<file path="src/rtl/mem_stage_if.sv">
// Data-memory bus between mem_stage (master) and the data memory (slave).
// Handshake: a request transfers on the cycle where mem_req_valid and mem_req_ready
// are both 1; while mem_req_valid=1 and mem_req_ready=0 the master holds
// mem_req_addr/we/wdata/be stable and does not withdraw mem_req_valid.
// mem_rsp_valid is a one-cycle pulse with no back-pressure; the master only
// takes it while it is waiting for load data and ignores it otherwise.
interface mem_stage_if;
  logic        mem_req_valid;
  logic        mem_req_ready;
  logic [31:0] mem_req_addr;
  logic        mem_req_we;
  logic [31:0] mem_req_wdata;
  logic [3:0]  mem_req_be;
  logic        mem_rsp_valid;
  logic [31:0] mem_rsp_rdata;

  modport master (
    output mem_req_valid, mem_req_addr, mem_req_we, mem_req_wdata, mem_req_be,
    input  mem_req_ready, mem_rsp_valid, mem_rsp_rdata
  );

  modport slave (
    input  mem_req_valid, mem_req_addr, mem_req_we, mem_req_wdata, mem_req_be,
    output mem_req_ready, mem_rsp_valid, mem_rsp_rdata
  );
endinterface

</file>
<file path="src/rtl/mem_stage.sv">
// Memory-access pipeline stage: issues load/store requests to data memory,
// aligns/extends load data, passes non-memory results through, and presents a
// registered write-back result. Hung load responses abort after TIMEOUT_CYCLES.
// Optional feature macro: MEM_MISALIGN_TRAP_EN -- misaligned H/W accesses trap
// instead of silently ignoring the low address bits.
module mem_stage #(
  parameter int TIMEOUT_CYCLES = 16
) (
  input  logic        clk,
  input  logic        rst,
  input  logic        ex_mem_valid_inst,
  input  logic        ex_mem_rd_mem,
  input  logic        ex_mem_wr_mem,
  input  logic [2:0]  ex_mem_funct3,
  input  logic [31:0] ex_mem_alu_result,
  input  logic [31:0] ex_mem_regb,
  input  logic [4:0]  ex_mem_dest_reg,
  mem_stage_if.master mem,
  output logic        mem_stall,
  output logic        mem_wb_valid,
  output logic [31:0] mem_wb_result,
  output logic [4:0]  mem_wb_dest_reg,
  output logic        mem_wb_error,
  output logic        mem_wb_misalign,
  output logic [1:0]  dbg_state
);

  typedef enum logic [1:0] {
    IDLE = 2'd0,
    REQ  = 2'd1,
    WAIT = 2'd2
  } state_t;

  localparam logic [31:0] ERR_RESULT = 32'hbaadbeef;
  localparam int CW = (TIMEOUT_CYCLES > 1) ? $clog2(TIMEOUT_CYCLES) : 1;
  localparam logic [CW-1:0] CNT_LAST = CW'((TIMEOUT_CYCLES > 0) ? TIMEOUT_CYCLES - 1 : 0);

  // Access size comes from funct3[1:0]: 00 byte, 01 half, anything else word.
  function automatic logic [3:0] byte_en(input logic [2:0] f3, input logic [1:0] a);
    logic [3:0] be;
    case (f3[1:0])
      2'b00:   be = 4'b0001 << a;
      2'b01:   be = 4'b0011 << {a[1], 1'b0};
      default: be = 4'b1111;
    endcase
    return be;
  endfunction

  function automatic logic [31:0] store_data(input logic [2:0] f3, input logic [31:0] b);
    logic [31:0] d;
    case (f3[1:0])
      2'b00:   d = {4{b[7:0]}};
      2'b01:   d = {2{b[15:0]}};
      default: d = b;
    endcase
    return d;
  endfunction

  // Shift the addressed lane down to bit 0, then sign/zero extend by funct3.
  function automatic logic [31:0] load_align(input logic [2:0] f3, input logic [1:0] a,
                                             input logic [31:0] rdata);
    logic [31:0] sh;
    logic [31:0] res;
    case (f3[1:0])
      2'b00:   sh = rdata >> {a, 3'b000};
      2'b01:   sh = rdata >> {a[1], 4'b0000};
      default: sh = rdata;
    endcase
    case (f3)
      3'b000:  res = {{24{sh[7]}}, sh[7:0]};
      3'b100:  res = {24'h0, sh[7:0]};
      3'b001:  res = {{16{sh[15]}}, sh[15:0]};
      3'b101:  res = {16'h0, sh[15:0]};
      default: res = sh;
    endcase
    return res;
  endfunction

  function automatic logic misaligned(input logic [2:0] f3, input logic [1:0] a);
    logic m;
    case (f3[1:0])
      2'b00:   m = 1'b0;
      2'b01:   m = a[0];
      default: m = (a != 2'b00);
    endcase
    return m;
  endfunction

  state_t        state_q, state_d;
  logic [CW-1:0] cnt_q, cnt_d;
  logic          start;
  logic          misalign_in;

  logic [31:0]   addr_q;
  logic [31:0]   wdata_q;
  logic [3:0]    be_q;
  logic [2:0]    f3_q;
  logic          we_q;
  logic [4:0]    dest_q;

  logic          wb_valid_d;
  logic [31:0]   wb_result_d;
  logic [4:0]    wb_dest_d;
  logic          wb_error_d;
  logic          wb_misalign_d;

`ifdef MEM_MISALIGN_TRAP_EN
  assign misalign_in = misaligned(ex_mem_funct3, ex_mem_alu_result[1:0]);
`else
  assign misalign_in = 1'b0;
`endif

  // Request bus is driven only in REQ and reads as zero otherwise.
  assign mem.mem_req_valid = (state_q == REQ);
  assign mem.mem_req_addr  = (state_q == REQ) ? {addr_q[31:2], 2'b00} : 32'h0;
  assign mem.mem_req_we    = (state_q == REQ) ? we_q : 1'b0;
  assign mem.mem_req_wdata = (state_q == REQ) ? wdata_q : 32'h0;
  assign mem.mem_req_be    = (state_q == REQ) ? be_q : 4'h0;

  assign mem_stall = (state_q != IDLE);
  assign dbg_state = state_q;

  // State register.
  always_ff @(posedge clk or negedge rst) begin
    if (!rst) state_q <= IDLE;
    else      state_q <= state_d;
  end

  // Next-state, timeout counter and next write-back record.
  always_comb begin
    state_d       = state_q;
    cnt_d         = cnt_q;
    start         = 1'b0;
    wb_valid_d    = 1'b0;
    wb_result_d   = 32'h0;
    wb_dest_d     = 5'd0;
    wb_error_d    = 1'b0;
    wb_misalign_d = 1'b0;
    case (state_q)
      IDLE: begin
        if (ex_mem_valid_inst) begin
          if (ex_mem_rd_mem || ex_mem_wr_mem) begin
            if (misalign_in) begin
              wb_valid_d    = 1'b1;
              wb_result_d   = ERR_RESULT;
              wb_error_d    = 1'b1;
              wb_misalign_d = 1'b1;
            end else begin
              start   = 1'b1;
              state_d = REQ;
            end
          end else begin
            wb_valid_d  = 1'b1;
            wb_result_d = ex_mem_alu_result;
            wb_dest_d   = ex_mem_dest_reg;
          end
        end
      end
      REQ: begin
        if (mem.mem_req_ready) begin
          if (we_q) begin
            state_d    = IDLE;
            wb_valid_d = 1'b1;
          end else begin
            state_d = WAIT;
            cnt_d   = '0;
          end
        end
      end
      WAIT: begin
        cnt_d = cnt_q + 1'b1;
        // A response arriving on the timeout cycle still wins.
        if (mem.mem_rsp_valid) begin
          wb_valid_d  = 1'b1;
          wb_result_d = load_align(f3_q, addr_q[1:0], mem.mem_rsp_rdata);
          wb_dest_d   = dest_q;
          state_d     = IDLE;
        end else if ((TIMEOUT_CYCLES != 0) && (cnt_q == CNT_LAST)) begin
          wb_valid_d  = 1'b1;
          wb_result_d = ERR_RESULT;
          wb_error_d  = 1'b1;
          state_d     = IDLE;
        end
      end
      default: state_d = IDLE;
    endcase
  end

  // Operand latch, timeout counter and registered write-back outputs.
  always_ff @(posedge clk or negedge rst) begin
    if (!rst) begin
      cnt_q           <= '0;
      addr_q          <= 32'h0;
      wdata_q         <= 32'h0;
      be_q            <= 4'h0;
      f3_q            <= 3'h0;
      we_q            <= 1'b0;
      dest_q          <= 5'd0;
      mem_wb_valid    <= 1'b0;
      mem_wb_result   <= 32'h0;
      mem_wb_dest_reg <= 5'd0;
      mem_wb_error    <= 1'b0;
      mem_wb_misalign <= 1'b0;
    end else begin
      cnt_q <= cnt_d;
      if (start) begin
        addr_q  <= ex_mem_alu_result;
        wdata_q <= store_data(ex_mem_funct3, ex_mem_regb);
        be_q    <= byte_en(ex_mem_funct3, ex_mem_alu_result[1:0]);
        f3_q    <= ex_mem_funct3;
        we_q    <= ex_mem_wr_mem;
        dest_q  <= ex_mem_dest_reg;
      end
      mem_wb_valid    <= wb_valid_d;
      mem_wb_result   <= wb_result_d;
      mem_wb_dest_reg <= wb_dest_d;
      mem_wb_error    <= wb_error_d;
      mem_wb_misalign <= wb_misalign_d;
    end
  end

endmodule
</file>
<file path="src/flat_wrapper.sv">
// flat-port wrapper written by rule: the top's interface ports become plain ports
module mem_stage_flat 
#(
  parameter int TIMEOUT_CYCLES = 16
)
  (clk, rst, ex_mem_valid_inst, ex_mem_rd_mem, ex_mem_wr_mem, ex_mem_funct3, ex_mem_alu_result, ex_mem_regb, ex_mem_dest_reg, mem_stall, mem_wb_valid, mem_wb_result, mem_wb_dest_reg, mem_wb_error, mem_wb_misalign, dbg_state, mem_mem_req_valid, mem_mem_req_addr, mem_mem_req_we, mem_mem_req_wdata, mem_mem_req_be, mem_mem_req_ready, mem_mem_rsp_valid, mem_mem_rsp_rdata);
  mem_stage_if mem_i ();
  input  logic clk;
  input  logic rst;
  input  logic ex_mem_valid_inst;
  input  logic ex_mem_rd_mem;
  input  logic ex_mem_wr_mem;
  input  logic [2:0] ex_mem_funct3;
  input  logic [31:0] ex_mem_alu_result;
  input  logic [31:0] ex_mem_regb;
  input  logic [4:0] ex_mem_dest_reg;
  output logic mem_stall;
  output logic mem_wb_valid;
  output logic [31:0] mem_wb_result;
  output logic [4:0] mem_wb_dest_reg;
  output logic mem_wb_error;
  output logic mem_wb_misalign;
  output logic [1:0] dbg_state;
  output wire logic [$bits(mem_i.mem_req_valid)-1:0] mem_mem_req_valid;
  output wire logic [$bits(mem_i.mem_req_addr)-1:0] mem_mem_req_addr;
  output wire logic [$bits(mem_i.mem_req_we)-1:0] mem_mem_req_we;
  output wire logic [$bits(mem_i.mem_req_wdata)-1:0] mem_mem_req_wdata;
  output wire logic [$bits(mem_i.mem_req_be)-1:0] mem_mem_req_be;
  input wire logic [$bits(mem_i.mem_req_ready)-1:0] mem_mem_req_ready;
  input wire logic [$bits(mem_i.mem_rsp_valid)-1:0] mem_mem_rsp_valid;
  input wire logic [$bits(mem_i.mem_rsp_rdata)-1:0] mem_mem_rsp_rdata;
  assign mem_mem_req_valid = mem_i.mem_req_valid;
  assign mem_mem_req_addr = mem_i.mem_req_addr;
  assign mem_mem_req_we = mem_i.mem_req_we;
  assign mem_mem_req_wdata = mem_i.mem_req_wdata;
  assign mem_mem_req_be = mem_i.mem_req_be;
  assign mem_i.mem_req_ready = mem_mem_req_ready;
  assign mem_i.mem_rsp_valid = mem_mem_rsp_valid;
  assign mem_i.mem_rsp_rdata = mem_mem_rsp_rdata;
  mem_stage #(.TIMEOUT_CYCLES(TIMEOUT_CYCLES)) u_core (.clk(clk), .rst(rst), .ex_mem_valid_inst(ex_mem_valid_inst), .ex_mem_rd_mem(ex_mem_rd_mem), .ex_mem_wr_mem(ex_mem_wr_mem), .ex_mem_funct3(ex_mem_funct3), .ex_mem_alu_result(ex_mem_alu_result), .ex_mem_regb(ex_mem_regb), .ex_mem_dest_reg(ex_mem_dest_reg), .mem(mem_i), .mem_stall(mem_stall), .mem_wb_valid(mem_wb_valid), .mem_wb_result(mem_wb_result), .mem_wb_dest_reg(mem_wb_dest_reg), .mem_wb_error(mem_wb_error), .mem_wb_misalign(mem_wb_misalign), .dbg_state(dbg_state));
endmodule
</file>
<file path="config.mk">
export PLATFORM = sky130hd
export DESIGN_NAME = mem_stage_flat
export DESIGN_NICKNAME = d
export VERILOG_FILES = /design/src/rtl/mem_stage_if.sv /design/src/rtl/mem_stage.sv /design/src/flat_wrapper.sv
export SDC_FILE = /design/constraint.sdc
export NUM_CORES = 1
export LEC_CHECK = 0
export CORE_ASPECT_RATIO = 1.4
export CORE_MARGIN = 4
export CORE_UTILIZATION = 34
export CTS_BUF_LIST = sky130_fd_sc_hd__clkbuf_16
export CTS_CLUSTER_DIAMETER = 80
export CTS_CLUSTER_SIZE = 20
export DETAILED_ROUTE_END_ITERATION = 16
export GPL_ROUTABILITY_DRIVEN = 0
export SYNTH_ARGS = -nofsm -noshare
export SYNTH_HDL_FRONTEND = slang
export SYNTH_SLANG_ARGS = --single-unit
</file>
<file path="constraint.sdc">
create_clock -name clk -period 1.76 [get_ports clk]
set_input_delay 0.176 -clock clk [delete_from_list [all_inputs] [get_ports clk]]
set_output_delay 0.176 -clock clk [all_outputs]
set_load 0.01 [all_outputs]
</file>
---- After elaboration in Yosys (flattened, before gate mapping) ----
Index checks and enable logic that the tools add are counted.
storage, ports and cells
  bits in registers ....................... 122
  input port bits ......................... 111
  word-level logic and storage cells ...... 78
  output and inout bits ................... 113
cells by class
  reduce and logical (&&, ||, !) cells .... 9
  shift operators ......................... 4
  muxes and demuxes ....................... 39
  equality and inequality tests ........... 13
  add/sub/neg operators ................... 1
operators with widths
  operator             number
  $mux 32              6
  $pmux 32 s2          3
  $pmux 32 s4          1
  $shr 32x5->32        2
  $pmux 4 s2           2
  $mux 5               3
  $mux 1               12
  $mux 2               6
  $mux 4               3
  $pmux 5 s2           1
  $eq 2x1->1 const B   3
  $eq 3x3->1 const B   2
  $logic_not 2->1      3
  $pmux 2 s3           1
  $add 4x1->4 const B  1
  $eq 4x4->1 const B   1
  $ne 2x1->1 const B   2
  $ne 2x2->1 const B   2
  $reduce_and 4->1     1
  $reduce_bool 2->1    2
  $shl 1x2->4 const A  1
  $shl 2x2->4 const A  1
  $eq 3x1->1 const B   1
  $logic_not 3->1      1
  5 further kinds      5

---- Longest topological paths before layout ----
  depth after elaboration ................. 5
  depth in mapped cells ................... 9
  gate-level depth less buffers ........... 5

---- Worst setup path before layout ----
OpenSTA, ideal clock, no wires.
  path kind ............................... flip-flop to output port
  start ................................... reg u_core.state_q[0] (netlist: u_core.dbg_state[0])
  end ..................................... out mem_mem_req_addr[10]
  stages on the path, launching flop included .. 6
  path slack .............................. 118 ps
  data required time ...................... 1584 ps
  arrival ................................. 1466 ps
  path buffers ............................ 3
  path through ............................ dfrtp_1 -> buf_2 -> nor2b_1 -> clkbuf_1 -> clkbuf_1 -> and2_1
between the ends
  word-level cells in the longest chain between the ends .. 2
ends and longest elaborated chain
  element                 RTL line            RTL
  start, declared         mem_stage.sv:89     state_t state_q, state_d;
  start signal, assigned  mem_stage.sv:126    else state_q <= state_d;
  $eq 2x1->1              mem_stage.sv:115    assign mem.mem_req_addr = (state_q == REQ) ? {addr_q[31:2], 2'b00} : 32'h0;
  $mux 32                 mem_stage.sv:115
  end, declared           flat_wrapper.sv:25  output wire logic [$bits(mem_i.mem_req_addr)-1:0] mem_mem_req_addr;
Every way passes these cells.

---- Worst setup path after layout ----
  start ................................... reg u_core.state_q[0] (netlist: u_core.dbg_state[0])
  end ..................................... out mem_mem_req_wdata[22]
between the ends
  word-level cells in the longest chain between the ends .. 2
ends and longest elaborated chain
  element        RTL line            RTL
  $eq 2x1->1     mem_stage.sv:117    assign mem.mem_req_wdata = (state_q == REQ) ? wdata_q : 32'h0;
  $mux 32        mem_stage.sv:117
  end, declared  flat_wrapper.sv:27  output wire logic [$bits(mem_i.mem_req_wdata)-1:0] mem_mem_req_wdata;
Every way passes these cells.

==> run summary <==
Largest net degree at the start of global routing: 51
Initial core utilization: 0.349
Period utilization: 1.10
Worst Path Class, Setup: reg2out
Number of flops mapped to enable cells by yosys: 0
Placement Cell Area: 0.00888 mm²
Max incr delay on CP: 0.38 ns
Ratio of cells with drive above 1 in the final layout: 0.222
Port bufs: 220
Core Util, Final: 0.560
Mapped Area: 0.00612 mm²
Placed insts: 1131
Initial DRC count: 277
Fillcell total: 1608
Final setup violation count: 57
Fraction of registers with async set/reset: 1.00
CTS clk-pin slew, worst paths: 0.06 ns
Finished Layout Cells: 1186
Unrepaired setup endpoints after global routing: yes
Failing checks: setup timing
Max-cap violation count: 0
DRC: 0
Synth top area share: 0.499
P_leak: 4.73 nW
Netlist cell types: 41
Std cell rows: 57
Clk sinks: 122
Die span in x: 121 µm
Die area: 0.0202 mm²
DR pass1 iterations: 4
Final non-filler cell area: 0.00982 mm²
WP data required: 1.58 ns
Crit. End Element: output port
CTS Root Cell: clkbuf_16
Vias per cell: 4.97
Chip height: 167 µm
First-pass GRT wire length: 33.5 mm
Fmax: 518 MHz
Worst-case clock buffer depth: 2
CP top delay family: buffers and inverters
Register area share after synthesis: 0.499
Post-DRT Antenna Nets: 0
Drt wl/cell: 19.7 µm
Synthesized area per cell: 9.04 µm²
Flops & latches, synth: 122
Most area-hungry cell type in the Yosys netlist: dfrtp_1
Pwr Density: 1540 mW/mm²
Top-count cell post-synth: nand2_1
CP dominant cell by count: buf_6
Final Hold Viols: 0
Vias in the first global route: 6179
Startpoint types: register
H-tree lvl count: 4
Number of synthesis warnings: 0
Pins Over Slew Limit: 0
Worst-margin pin slew: 0.719 ns
Worst-Skew Late Latency: 0.41 ns
Layout net count: 1050
Layout area overhead: 60.5%
Post-synth top cells: nand2_1, dfrtp_1, and2_1, o21ai_0, mux2i_1
Gr ovfl total: 0
Core ar.: 0.0175 mm²
Biggest regs: u_core.addr_q: 32 flops, u_core.mem_wb_result: 32 flops, u_core.wdata_q: 32 flops
Gate Count Post-Synth: 677
Critical path peak fanout: 5
ANT cells: 0
Ranking of synthesized cells by area: dfrtp_1, nand2_1, and2_1, mux2i_1, o21ai_0
DRT Wirelength: 23.3 mm
Setup tns final: -4.64 ns
Reg2reg start: u_core.addr_q[1]
Initial antenna violation count: 0
GRT Resource Usage Total: 0.209
Hold crit path type: in2async
Relative slew slack: 0.519
Crit path launch: u_core.dbg_state[0]
Tmin final: 1.93 ns
Top Ports: 224
Clock Skew: 0.0155 ns
Main flop type after synthesis: dfrtp_1
Worst setup margin: -0.169 ns
Slowest-stage cell, CP: dfrtp_1
CTS tree: built
Total CTS buffers: 17
HPWL after DPL: 16.1 mm
DR vias: 5898
Worst IR drop on VDD: 0.681 mV
Status: finished with violations
Critical Path, Cell by Cell: buf_6, nor2b_4, buf_6, buf_6, clkbuf_16, and2_1, buf_2
Worst path buffer plus inverter count: 5
Data arrival time of the critical path: 1.75 ns
==> cell type report <==
| type | count | area [µm²] | area share |
|---|---|---|---|
| multi-input combinational | 502 | 2970 | 0.303 |
| tap | 236 | 295 | 0.0301 |
| clock inverter | 14 | 148 | 0.0150 |
| sequential | 122 | 3060 | 0.311 |
| timing repair buffer | 289 | 2900 | 0.295 |
| inverter | 6 | 22.5 | 0.00229 |
| clock buffer | 17 | 425 | 0.0433 |
==> report_power, final <==
part / switching (mW) / internal (mW)
combinational: 3.57 / 3.68
sequential: 0.618 / 3.88
clock: 1.35 / 2.08
total: 5.53 / 9.64
==> cell usage in the layout (no fill, tap or decap), types with 5 or more instances in the layout <==
cell and count:
clkbuf_16 23, dlymetal6s2s_1 5, mux2i_1 39, clkbuf_2 12
and2_1 43, a22o_1 18, nor2_1 16, buf_6 38
nand2b_1 24, nor3_1 7, a21oi_1 18, and2_4 26
dfrtp_1 119, a221o_1 11, o211ai_1 6, o21ai_0 42
nand2_1 188, buf_12 12, buf_4 40, clkdlybuf4s50_1 148
a31oi_1 12, buf_2 23, inv_1 5
==> cells by family (layout without fill, tap and decap cells) <==
| logic type | count (synthesis) | count (layout) | synth area share |
|---|---|---|---|
| compound gates | 129 | 129 | 0.140 |
| xor+xnor | 1 | 1 | 0.00143 |
| fa+ha+maj | 1 | 1 | 0.00204 |
| buf+inv | 56 | 326 | 0.0437 |
| flops | 122 | 122 | 0.499 |
| mux | 42 | 42 | 0.0689 |
| other cells | 1 | 3 | 0.000613 |
| simple gates | 325 | 326 | 0.245 |
==> final timing paths <==
path                                        endpoint  slack [ns]  depth (start not counted)
max                            mem_mem_req_wdata[22]       -0.17                          7
min                                 u_core.addr_q[4]        0.24                          2
max reg2reg                  u_core.mem_wb_result[5]        0.02                          6
min reg2reg                        u_core.addr_q[25]        0.47                          2
max in group asynchronous  u_core.mem_wb_dest_reg[0]        0.94                          3
min in group clk                      u_core.f3_q[2]        0.31                          3
==> metrics by stage <==
stage | setup slack, ns | hold WS (ns) | total power [mW]
2_1_floorplan | 0.118 | -0.120 | 7.52
3_3_place_gp | -0.254 | 0.138 | 10.6
3_5_place_dp | -0.266 | 0.133 | 10.7
4_1_cts | -0.382 | 0.251 | 14.1
5_1_grt | -0.236 | 0.269 | 16.1
6_report | -0.169 | 0.243 | 15.2
==> routing by layer <==
layer  track usage  share of wire
met5             0              0
met3        0.0441          0.058
met1         0.246           0.39
met4        0.0702          0.021
met2         0.375           0.53
==> what timing repair did <==
action,CTS,global route
pin swaps,1,10
setup endpoints to repair,118,170
resized for setup,116,200
hold buffers,1,0
gates cloned,0,11
endpoints found under the hold margin,24,0
setup buffers,0,12
(Power assumes the default switching activity.)
